**config.mk**
```make
export PLATFORM = sky130hd
export DESIGN_NAME = word_serializer_flat
export DESIGN_NICKNAME = d
export VERILOG_FILES = /design/src/rtl/word_serializer_if.sv /design/src/rtl/word_serializer.sv /design/src/flat_wrapper.sv
export SDC_FILE = /design/constraint.sdc
export NUM_CORES = 1
export LEC_CHECK = 0
export BUFFER_PORTS_ARGS = -buffer_cell sky130_fd_sc_hd__buf_2
export CAP_MARGIN = 20
export CORE_UTILIZATION = 50
export DETAILED_ROUTE_END_ITERATION = 8
export GPL_ROUTABILITY_DRIVEN = 0
export PLACE_DENSITY = 0.71
export SKIP_LAST_GASP = 1
export SLEW_MARGIN = 5
export SYNTH_ARGS = -nofsm -noshare
export SYNTH_HDL_FRONTEND = slang
export SYNTH_SLANG_ARGS = --single-unit
```
**constraint.sdc**
```tcl
create_clock -name clk -period 2.55 [get_ports clk]
set_input_delay 0.6375 -clock clk [delete_from_list [all_inputs] [get_ports clk]]
set_output_delay 0.6375 -clock clk [all_outputs]
set_load 0.02 [all_outputs]
```
**src/rtl/word_serializer_if.sv**
```systemverilog
// Handshake bundle between the word producer, the serializer and the UART.
// The slave side is the serializer; the master side is its environment.
interface word_serializer_if #(
  parameter int N = 16
);
  logic         in_valid;
  logic [N-1:0] in_word;
  logic         in_ready;
  logic         is_transmitting;
  logic [7:0]   tx_byte;
  logic         tx_valid;
  logic         done;

  modport master (
    output in_valid, in_word, is_transmitting,
    input  in_ready, tx_byte, tx_valid, done
  );

  modport slave (
    input  in_valid, in_word, is_transmitting,
    output in_ready, tx_byte, tx_valid, done
  );
endinterface

```
**src/rtl/word_serializer.sv**
```systemverilog
// Splits an N-bit word into an optional header, N/8 data bytes and an
// optional XOR checksum, pacing each byte by the UART busy flag.
module word_serializer #(
  parameter int         N         = 16,
  parameter bit         LSB_FIRST = 1'b0,
  parameter bit         HDR_EN    = 1'b1,
  parameter logic [7:0] HDR_BYTE  = 8'h7E,
  parameter bit         CSUM_EN   = 1'b1
) (
  input logic               clk,
  input logic               rst,
  word_serializer_if.slave  bus
);

  localparam int NB  = N / 8;
  localparam int HB  = HDR_EN ? 1 : 0;
  localparam int CB  = CSUM_EN ? 1 : 0;
  localparam int LEN = HB + NB + CB;
  localparam int IW  = $clog2(NB + 2);

  typedef enum logic [1:0] {
    IDLE,
    STROBE,
    WAIT_HI,
    WAIT_LO
  } state_t;

  state_t        state;
  state_t        state_nx;
  logic [N-1:0]  word_q;
  logic [7:0]    csum_q;
  logic [7:0]    byte_q;
  logic [IW-1:0] idx_q;
  logic [3:0]    tmo_q;
  logic          done_q;

  logic [7:0]    cur;
  logic [7:0]    bytes [NB];
  logic          is_data;
  logic          last;
  logic          take;
  int            d;

  // Data bytes reordered so that entry 0 is always the first sent
  always_comb begin
    for (int i = 0; i < NB; i++) begin
      if (LSB_FIRST)
        bytes[i] = word_q[8*i +: 8];
      else
        bytes[i] = word_q[N-8-8*i +: 8];
    end
  end

  always_comb begin
    d       = int'(idx_q) - HB;
    is_data = (d >= 0) && (d < NB);
    last    = (int'(idx_q) == LEN - 1);
    cur     = csum_q;
    if (HDR_EN && idx_q == '0) begin
      cur = HDR_BYTE;
    end else if (is_data) begin
      for (int i = 0; i < NB; i++)
        if (d == i) cur = bytes[i];
    end
  end

  always_comb begin
    state_nx = state;
    take     = 1'b0;
    unique case (state)
      IDLE: begin
        if (bus.in_valid) begin
          take     = 1'b1;
          state_nx = STROBE;
        end
      end
      STROBE: state_nx = WAIT_HI;
      WAIT_HI: begin
        // Timeout keeps a UART that never raises busy from stalling us
        if (bus.is_transmitting || tmo_q == 4'd14)
          state_nx = WAIT_LO;
      end
      WAIT_LO: begin
        if (!bus.is_transmitting)
          state_nx = last ? IDLE : STROBE;
      end
      default: state_nx = IDLE;
    endcase
  end

  always_ff @(posedge clk or posedge rst) begin
    if (rst) begin
      state  <= IDLE;
      word_q <= '0;
      csum_q <= '0;
      byte_q <= '0;
      idx_q  <= '0;
      tmo_q  <= '0;
      done_q <= 1'b0;
    end else begin
      state  <= state_nx;
      done_q <= (state == WAIT_LO) && (state_nx == IDLE);
      if (take) begin
        word_q <= bus.in_word;
        csum_q <= '0;
        idx_q  <= '0;
      end
      if (state == STROBE) begin
        byte_q <= cur;
        tmo_q  <= '0;
        if (is_data) csum_q <= csum_q ^ cur;
      end
      if (state == WAIT_HI)
        tmo_q <= tmo_q + 4'd1;
      if (state == WAIT_LO && !bus.is_transmitting && !last)
        idx_q <= idx_q + 1'b1;
    end
  end

  assign bus.in_ready = (state == IDLE) && !rst;
  assign bus.tx_valid = (state == STROBE);
  assign bus.tx_byte  = (state == STROBE) ? cur : byte_q;
  assign bus.done     = done_q;

endmodule

```
**src/flat_wrapper.sv**
```systemverilog
// flat-port wrapper written by rule: the top's interface ports become plain ports
module word_serializer_flat 
#(
  parameter int         N         = 16,
  parameter bit         LSB_FIRST = 1'b0,
  parameter bit         HDR_EN    = 1'b1,
  parameter logic [7:0] HDR_BYTE  = 8'h7E,
  parameter bit         CSUM_EN   = 1'b1
)
  (clk, rst, bus_in_valid, bus_in_word, bus_is_transmitting, bus_in_ready, bus_tx_byte, bus_tx_valid, bus_done);
  word_serializer_if #(.N(N)) bus_i ();
  input logic clk;
  input logic rst;
  input wire logic [$bits(bus_i.in_valid)-1:0] bus_in_valid;
  input wire logic [$bits(bus_i.in_word)-1:0] bus_in_word;
  input wire logic [$bits(bus_i.is_transmitting)-1:0] bus_is_transmitting;
  output wire logic [$bits(bus_i.in_ready)-1:0] bus_in_ready;
  output wire logic [$bits(bus_i.tx_byte)-1:0] bus_tx_byte;
  output wire logic [$bits(bus_i.tx_valid)-1:0] bus_tx_valid;
  output wire logic [$bits(bus_i.done)-1:0] bus_done;
  assign bus_i.in_valid = bus_in_valid;
  assign bus_i.in_word = bus_in_word;
  assign bus_i.is_transmitting = bus_is_transmitting;
  assign bus_in_ready = bus_i.in_ready;
  assign bus_tx_byte = bus_i.tx_byte;
  assign bus_tx_valid = bus_i.tx_valid;
  assign bus_done = bus_i.done;
  word_serializer #(.N(N), .LSB_FIRST(LSB_FIRST), .HDR_EN(HDR_EN), .HDR_BYTE(HDR_BYTE), .CSUM_EN(CSUM_EN)) u_core (.clk(clk), .rst(rst), .bus(bus_i));
endmodule
```
==> results of run 1 <==
## metal layers
metal  part of all wire (%)  vias up  wire (um)  track usage (%)
met5                      0        -          0                0
met4                    2.0        0        110             11.2
met3                    4.4       10        246             4.67
met2                     49       54       2730             38.7
met1                     45      903       2500             32.2
li1                       -      843          -                -
## power by group through the flow
stage               clock network, mW  logic, mW  registers, mW
global route                    0.578       2.34           1.16
finish                          0.549       2.20           1.13
CTS                             0.554       1.92           1.10
detailed placement                  0       1.43           1.10
floorplan                           0       1.04           1.04
global placement                    0       1.41           1.09
## logic make-up after synthesis
logic type,Yosys count
and+or+nand+nor,59
adders and majority gates,11
muxes,33
DFF,41
AOI/OAI and AO/OA,33
buffers and inverters,15
## worst max-delay path: stages, from the launching register on
cell                      delay [ns]
sky130_fd_sc_hd__dfrtp_1        0.40
sky130_fd_sc_hd__inv_2          0.11
sky130_fd_sc_hd__ha_4           0.17
sky130_fd_sc_hd__buf_12         0.12
sky130_fd_sc_hd__mux2_4         0.30
sky130_fd_sc_hd__mux2i_2        0.17
sky130_fd_sc_hd__a21oi_1        0.11
sky130_fd_sc_hd__o22a_1         0.22
sky130_fd_sc_hd__buf_6          0.15
## what timing repair did
action                                  4_1_cts  5_1_grt
endpoints found under the setup margin        8        8
hold buffers                                  0        0
pin swaps                                    13        7
buffers inserted                             18        9
resized for setup                            42       12
## state kept, by name (all words and copies together), names as in the netlist
register and cells:
u_core.bus.done 1, u_core.byte_q 8, u_core.bytes 16, u_core.csum_q 8, u_core.idx_q 2, u_core.state 2, u_core.tmo_q 4
## layout make-up
cell class                      instances  area [um2]  area share, %
Multi-Input combinational cell        136        1230           40.1
Tap cell                               50        62.6           2.04
Clock inverter                          1        30.0          0.979
Timing Repair Buffer                   74         599           19.5
Inverter                                9        33.8           1.10
Sequential cell                        41        1030           33.5
Clock buffer                            7        86.3           2.82
## final timing paths
check | end | slack [ns]
max | bus_tx_byte[4] | -0.12
min | u_core.state[1] | 0.34
max reg2reg | u_core.csum_q[7] | 0.36
min reg2reg | u_core.byte_q[0] | 0.51
max in group asynchronous | u_core.csum_q[6] | 1.69
min in group clk | u_core.byte_q[0] | 0.51
## cells in the final DEF, fill, tap and decap left out, drive strengths merged
master	Yosys	layout
o22a	6	6
buf	4	74
a21oi	7	7
mux2i	9	9
a211oi	1	1
a21o	1	1
mux2	24	24
nor3	3	3
a311oi	1	1
nor4	2	2
o311ai	1	1
nor2b	1	1
a2111oi	1	1
a211o	6	6
o22ai	2	2
nand2	20	20
ha	11	11
clkbuf	2	7
a31o	1	1
nor3b	3	3
and2	1	1
nand3	16	16
nand2b	1	1
nand3b	1	1
nor2	10	10
dfrtp	41	41
or4	1	1
bufinv	0	1
o21ai	4	4
inv	9	9
o21a	1	1
o32ai	1	1
## metrics by stage
stage / utilization (%) / instance area (um2) / TNS, ns / instances / setup WS, ns
finish: 75.0 / 3070 / -0.614 / 318 / -0.119
global route: 75.0 / 3070 / -1.09 / 318 / -0.178
CTS: 72.1 / 2950 / -0.196 / 309 / -0.0428
detailed placement: 61.0 / 2490 / 0 / 283 / 0.0153
global placement: 61.0 / 2490 / 0 / 283 / 0.0459
floorplan: - / 2180 / 0 / 192 / 0.321
==> impl_summary.md, run 1 <==
Detailed routing
The first routing iteration left 75 violations. The total number of vias is 1810. The DRC violation count after routing is 0. In the routed layout, each cell is associated on average with a via count of 5.69. The pre-antenna-repair detailed-routing pass consisted of 4 iterations. The wire length reported by the detailed router is 5580 um. The wire length per cell is 17.6 um. The post-detailed-route count of antenna-violating nets is 0.

Power
The clock network power share is 14.1%. The fraction of power spent switching nets is 37.3%. In this run the static leakage power is 1.38 nW.

The peak supply drop is 0.722 mV. Internal power comes to 2.43 mW. The relative contribution of sequential cells to total power is 29.2%. The overall power of the completed layout is 3.88 mW. The net switching power is 1.45 mW. Per report_power, the combinational group accounts for 56.7% of the total. Power spread over the standard cell area amounts to 1260 mW/mm2.

STA
For the pin with the worst max-slew slack, the measured transition is 0.688 ns. Setup repair after global routing could not meet its margin everywhere. The clock skew is 0.00514 ns. The max-slew violation count came to 0. The tightest slew margin relative to the limit is 54.1%. The number of endpoints with negative hold slack in the final report is 0.

The worst path setup slack after routing is -0.119 ns. The portion of the clock cycle consumed by the worst path in the final layout is 105%. Counting I/O delays and the setup requirement, the final critical path takes 2.67 ns. Timing would allow up to 375 MHz. The worst hold-check slack is 0.345 ns. The final number of setup-violating endpoints is 8.

Worst setup path
Data arrives at the worst endpoint at 2.03 ns. In this run the worst setup path begins at u_core.idx_q[1]. In this run the critical register-to-register path is launched from u_core.idx_q[1]. The length in cells of the worst reg-to-reg path is 9.

STA puts the critical path data required time at 1.91 ns. The largest driver fanout on the critical path is 5. STA classifies the critical path endpoint as an output port. The worst setup path is of the reg -> out kind. STA classifies the critical path startpoint as a flop.

Synth
By area, the combinational part of the netlist is dominated by multiplexers. The area of the mapped netlist is 0.00218 mm2. Synthesis inferred 41 register bits. The adder and majority cell fraction of the synthesized area is 6.31%. The multiplexer area fraction after synthesis is 17.6%. The library cell with the highest instance count after synthesis is sky130_fd_sc_hd__dfrtp_1. The synthesized netlist devotes 11.9% of its cell area to compound gates. For this run, the number of Yosys warnings is 0. The most used flip-flop cell after synthesis is sky130_fd_sc_hd__dfrtp_1. The share of the yosys chip area belonging to registers is 47.0%.

Averaged over all synthesized cells, the footprint is 11.4 um2. The netlist uses 37 different library cells. The simple-gate share of the synthesized area is 13.7%. The cell count after synthesis came out at 192.

The XOR/XNOR share of the synthesized area is 0%. The largest area contributor in the synthesized netlist is sky130_fd_sc_hd__dfrtp_1. The top cell type by area accounts for 47.0% of the synthesized area. The number of nets handed over by synthesis was 223.

Counting instances in the post-synthesis netlist gives the leading cell types as 41 x sky130_fd_sc_hd__dfrtp_1, 18 x sky130_fd_sc_hd__mux2_2, 18 x sky130_fd_sc_hd__nand2_1, 16 x sky130_fd_sc_hd__nand3_1, 11 x sky130_fd_sc_hd__ha_1. In this run, synthesis inferred 0 flip-flops with an integrated enable. The share of flip-flops with an asynchronous set or reset is 100%. In the post-synthesis netlist, the biggest area contributors are sky130_fd_sc_hd__dfrtp_1 47%, sky130_fd_sc_hd__mux2_2 9.3%, sky130_fd_sc_hd__ha_1 6.3%.

Floorplanning
The die outline height is 68.0 um. The site row count is 23. The core region is 0.00409 mm2. The die span in x is 68.0 um. The die covers 0.00463 mm2.

The initial core utilization is 53.4%. 31 I/O pins were placed.

Clock network
The clock edge transition at the registers on the reported setup and hold paths is 0.08 ns. The clock buffer count from CTS is 5. The clock root buffer is sky130_fd_sc_hd__clkbuf_8.

In this run the number of H-tree levels came out at 2. The later-pin clock latency in the skew report is 0.30 ns. Counting every sink on the clock net gives 41.

The number of buffers on the longest clock path is 2. TritonCTS built the clock tree.

GRT
The number of antenna violations at the first check in global routing came to 0. The global-route usage over all layers is 24.5%. Entering global routing, the biggest net connects 33 pins.

The residual overflow from global routing is 0. The wire length of the first global-routing pass is 8000 um. The number of global-route vias before repair is 1670.

Run status
The checks that failed: negative setup slack. The run finished, with violations left.

Layout
The signed area change from the synthesized netlist to the final layout is 40.6%. In the final layout, the share of cells above drive strength 1 is 49.3%. At the end of the flow, the number of nets in the layout was 298. The number of antenna diodes in the final layout is 0. The filler cells instantiated in the layout total 257.

Job
The reported max-cap violation count is 0.

Place
Summed over all nets, the half-perimeter wirelength after detailed placement is 3200 um. The count of port buffers added during placement is 30.

Worst hold path
The worst hold path belongs to the class in -> async.
No activity file was read; power rests on OpenSTA's default activity.
==> run 2: changes to the inputs <==
--- a/config.mk
+++ b/config.mk
@@ -10,7 +10,7 @@
 export CORE_UTILIZATION = 50
 export DETAILED_ROUTE_END_ITERATION = 8
 export GPL_ROUTABILITY_DRIVEN = 0
-export PLACE_DENSITY = 0.71
+export PLACE_DENSITY = 0.74
 export SKIP_LAST_GASP = 1
 export SLEW_MARGIN = 5
 export SYNTH_ARGS = -nofsm -noshare
==> constraint.sdc (replaced) <==
create_clock -name clk -period 2.1 [get_ports clk]
set_input_delay 0.525 -clock clk [delete_from_list [all_inputs] [get_ports clk]]
set_output_delay 0.525 -clock clk [all_outputs]
set_load 0.02 [all_outputs]
==> run 2 against run 1 <==
  * The run still ends with negative setup slack left
  * Sequential share of layout area up 2.5 points
  * Power up 8.7%
  * Flip-flop and latch count unchanged
  * Register-to-register slack worse by 0.20 ns
  * Die area unchanged
  * Final area down 6.9%
  * Cell count down 6.0%
  * Hold slack worse by 0.085 ns
  * First-iteration DRC count up 120%
  * Clock power up 20%
  * Critical endpoint is now bus_tx_byte[0]
  * Largest power group unchanged
==> impl_summary.md, run 2 (same netlist as run 1, synthesis figures left out) <==
STA
Timing would allow up to 392 MHz. The number of endpoints with negative hold slack in the final report came to 0. Setup repair after global routing could not meet its margin everywhere. The actual transition at the worst max-transition pin is 0.479 ns. On the final layout, the worst clock skew is 0.0161 ns. The max-slew violation count is 0.

The worst hold-check slack is 0.260 ns. Setup violations remaining at the end of the flow were counted as 8. The worst path in the final design needs a cycle of 2.55 ns, including I/O delays and setup. After layout, the worst setup slack is -0.453 ns. The portion of the clock cycle consumed by the worst path in the final layout is 122%.

In this run the tightest slew margin relative to its limit is 67.9%.

Power
The net switching power is 1.62 mW. The fraction of power spent switching nets is 38.3%. Summed over all cells, the static leakage comes to 1.26 nW. The relative contribution of sequential cells to total power is 32.7%. The power density over cell area is 1480 mW/mm2. The clock network power share is 15.6%.

The combinational group share of total power is 51.7%. The peak supply drop is 0.620 mV. The cell-internal power is 2.60 mW.

Detailed routing
After detailed routing, the number of remaining DRC violations is 0. The number of design-rule violations left by the first detailed-router iteration is 168. The length of the first detailed-routing pass in iterations is 4. In the final routed layout, each cell accounts on average for 17.0 um. The routed layout has 1706 vias. The count of nets left with antenna violations once routing finished came out at 0. After detailed routing, the number of vias per cell comes to 5.71. The wire length reported by the detailed router is 5080 um.

GRT
The total overflow left after global routing is 0. The largest net degree at the start of global routing is 25. The wire length of the first global-routing pass is 8490 um. Across every metal layer, demand over resource in global routing totals 25.6%. The number of antenna violations at the first check in global routing is 0.

The number of global-route vias before repair is 1716.

Layout
Cells with a size suffix above 1 make up 47.4% of the layout. The filler cell count in the final layout is 271. The net count of the finished layout is 279.

The final antenna diode count is 0. The signed area change from the synthesized netlist to the final layout is 30.9%. The flip-flop count of the largest register after layout is 16.

The library cell used most frequently in the layout, excluding fill and tap cells, is sky130_fd_sc_hd__dfrtp_1. In the layout the commonest cells are 40 x sky130_fd_sc_hd__dfrtp_1, 27 x sky130_fd_sc_hd__buf_4, 24 x sky130_fd_sc_hd__buf_2. The area of all placed cells without fillers is 0.00286 mm2.

Worst setup path
The sort of element at the end of the critical path is an output port. The required time of the critical path is 1.57 ns. The kind of start point of the critical path is a flop. The largest driver fanout on the critical path is 8. The startpoint-to-endpoint class of the critical path is reg -> out. The worst setup path startpoint is u_core.idx_q[1]. For the worst setup path, the data arrival time is 2.03 ns. The startpoint identified for the worst register-to-register timing path is u_core.idx_q[1].

Place
The count of port buffers added during placement is 30. The placed instances occupy a cell area of 0.00253 mm2. The half-perimeter wire length after placement is 3360 um.

Clock network
The number of buffers on the longest clock path is 2. The CTS H-tree depth is 2. TritonCTS built the clock tree. The number of hold-repair buffers added at the cts stage is 0. For the worst-skew pair, the clock arrives at the later sink with an insertion delay of 0.30 ns. The CTS sink count is 41. After clock tree synthesis, the clock-pin slew on the worst setup and hold paths is 0.08 ns. The clock buffer count from CTS is 5.

The tree is rooted in a sky130_fd_sc_hd__clkbuf_8.

Floorplanning
Measured along the y axis, the die boundary spans 68.0 um. Measured along the x axis, the die boundary spans 68.0 um. The die area is 0.00463 mm2. The core region is 0.00409 mm2. 31 I/O pins were placed. The site row count is 23. The initial core utilization is 53.4%.

Run status
The checks that failed: negative setup slack. The flow ran to the end, but the final reports show violations.

Job
The reported max-cap violation count is 0.

Worst hold path
In this run the worst hold path is classified as in -> async.
## run 2: layout make-up
type / count / area [um2] / area share (%)
Multi-Input combinational cell: 136 / 1250 / 43.7
Sequential cell: 41 / 1030 / 36.0
Timing Repair Buffer: 55 / 368 / 12.9
Clock buffer: 7 / 86.3 / 3.02
Tap cell: 50 / 62.6 / 2.19
Inverter: 9 / 33.8 / 1.18
Clock inverter: 1 / 30.0 / 1.05
## run 2: per-layer routing
layer | track usage [%] | wire length [um] | share of wire [%]
met5 | 0 | 0 | 0
met4 | 13.0 | 184 | 3.6
met3 | 5.83 | 278 | 5.5
met2 | 37.6 | 2280 | 45
met1 | 35.0 | 2340 | 46
## run 2: timing repair
| action | 4_1_cts | 5_1_grt |
|---|---|---|
| resized for setup | 34 | 6 |
| pin swaps | 7 | 4 |
| setup endpoints to repair | 8 | 8 |
| buffers inserted | 2 | 0 |
## run 2: path summary, 6_finish.rpt
check                              endpoint  depth (start not counted)  slack (ns)
min in group clk            u_core.bytes[4]                          2        0.45
hold reg to reg            u_core.byte_q[2]                          1        0.50
setup reg to reg           u_core.csum_q[6]                          9        0.16
max in group asynchronous   u_core.bytes[9]                          3        1.56
hold / removal             u_core.byte_q[7]                          3        0.26
setup / recovery             bus_tx_byte[0]                          7       -0.45
## run 2: stage by stage
stage          setup TNS [ns]  cells  setup WS (ns)  utilization [%]  power (mW)
2_1_floorplan               0    192        0.00485                -        2.54
3_3_place_gp            -2.21    289         -0.303             61.9        3.09
3_5_place_dp            -2.44    289         -0.324             61.9        3.14
4_1_cts                 -3.18    299         -0.424             69.2        4.12
5_1_grt                 -4.06    299         -0.530             69.9        4.46
6_report                -3.36    299         -0.453             69.9        4.21
## run 2: worst max-delay path: stages (launching register included)
cell	delay [ns]
sky130_fd_sc_hd__dfrtp_1	0.40
sky130_fd_sc_hd__buf_4	0.14
sky130_fd_sc_hd__buf_4	0.14
sky130_fd_sc_hd__ha_4	0.20
sky130_fd_sc_hd__o32ai_4	0.32
sky130_fd_sc_hd__nor4_2	0.10
sky130_fd_sc_hd__mux2_4	0.27
sky130_fd_sc_hd__buf_4	0.16
## run 2: power by group through the flow
stage	Sequential, mW	Clock (mW)	Combinational (mW)
after detailed placement	1.34	0	1.80
after floorplan	1.27	0	1.28
after CTS	1.36	0.667	2.09
final	1.38	0.659	2.18
after global placement	1.32	0	1.76
after global routing	1.41	0.708	2.35
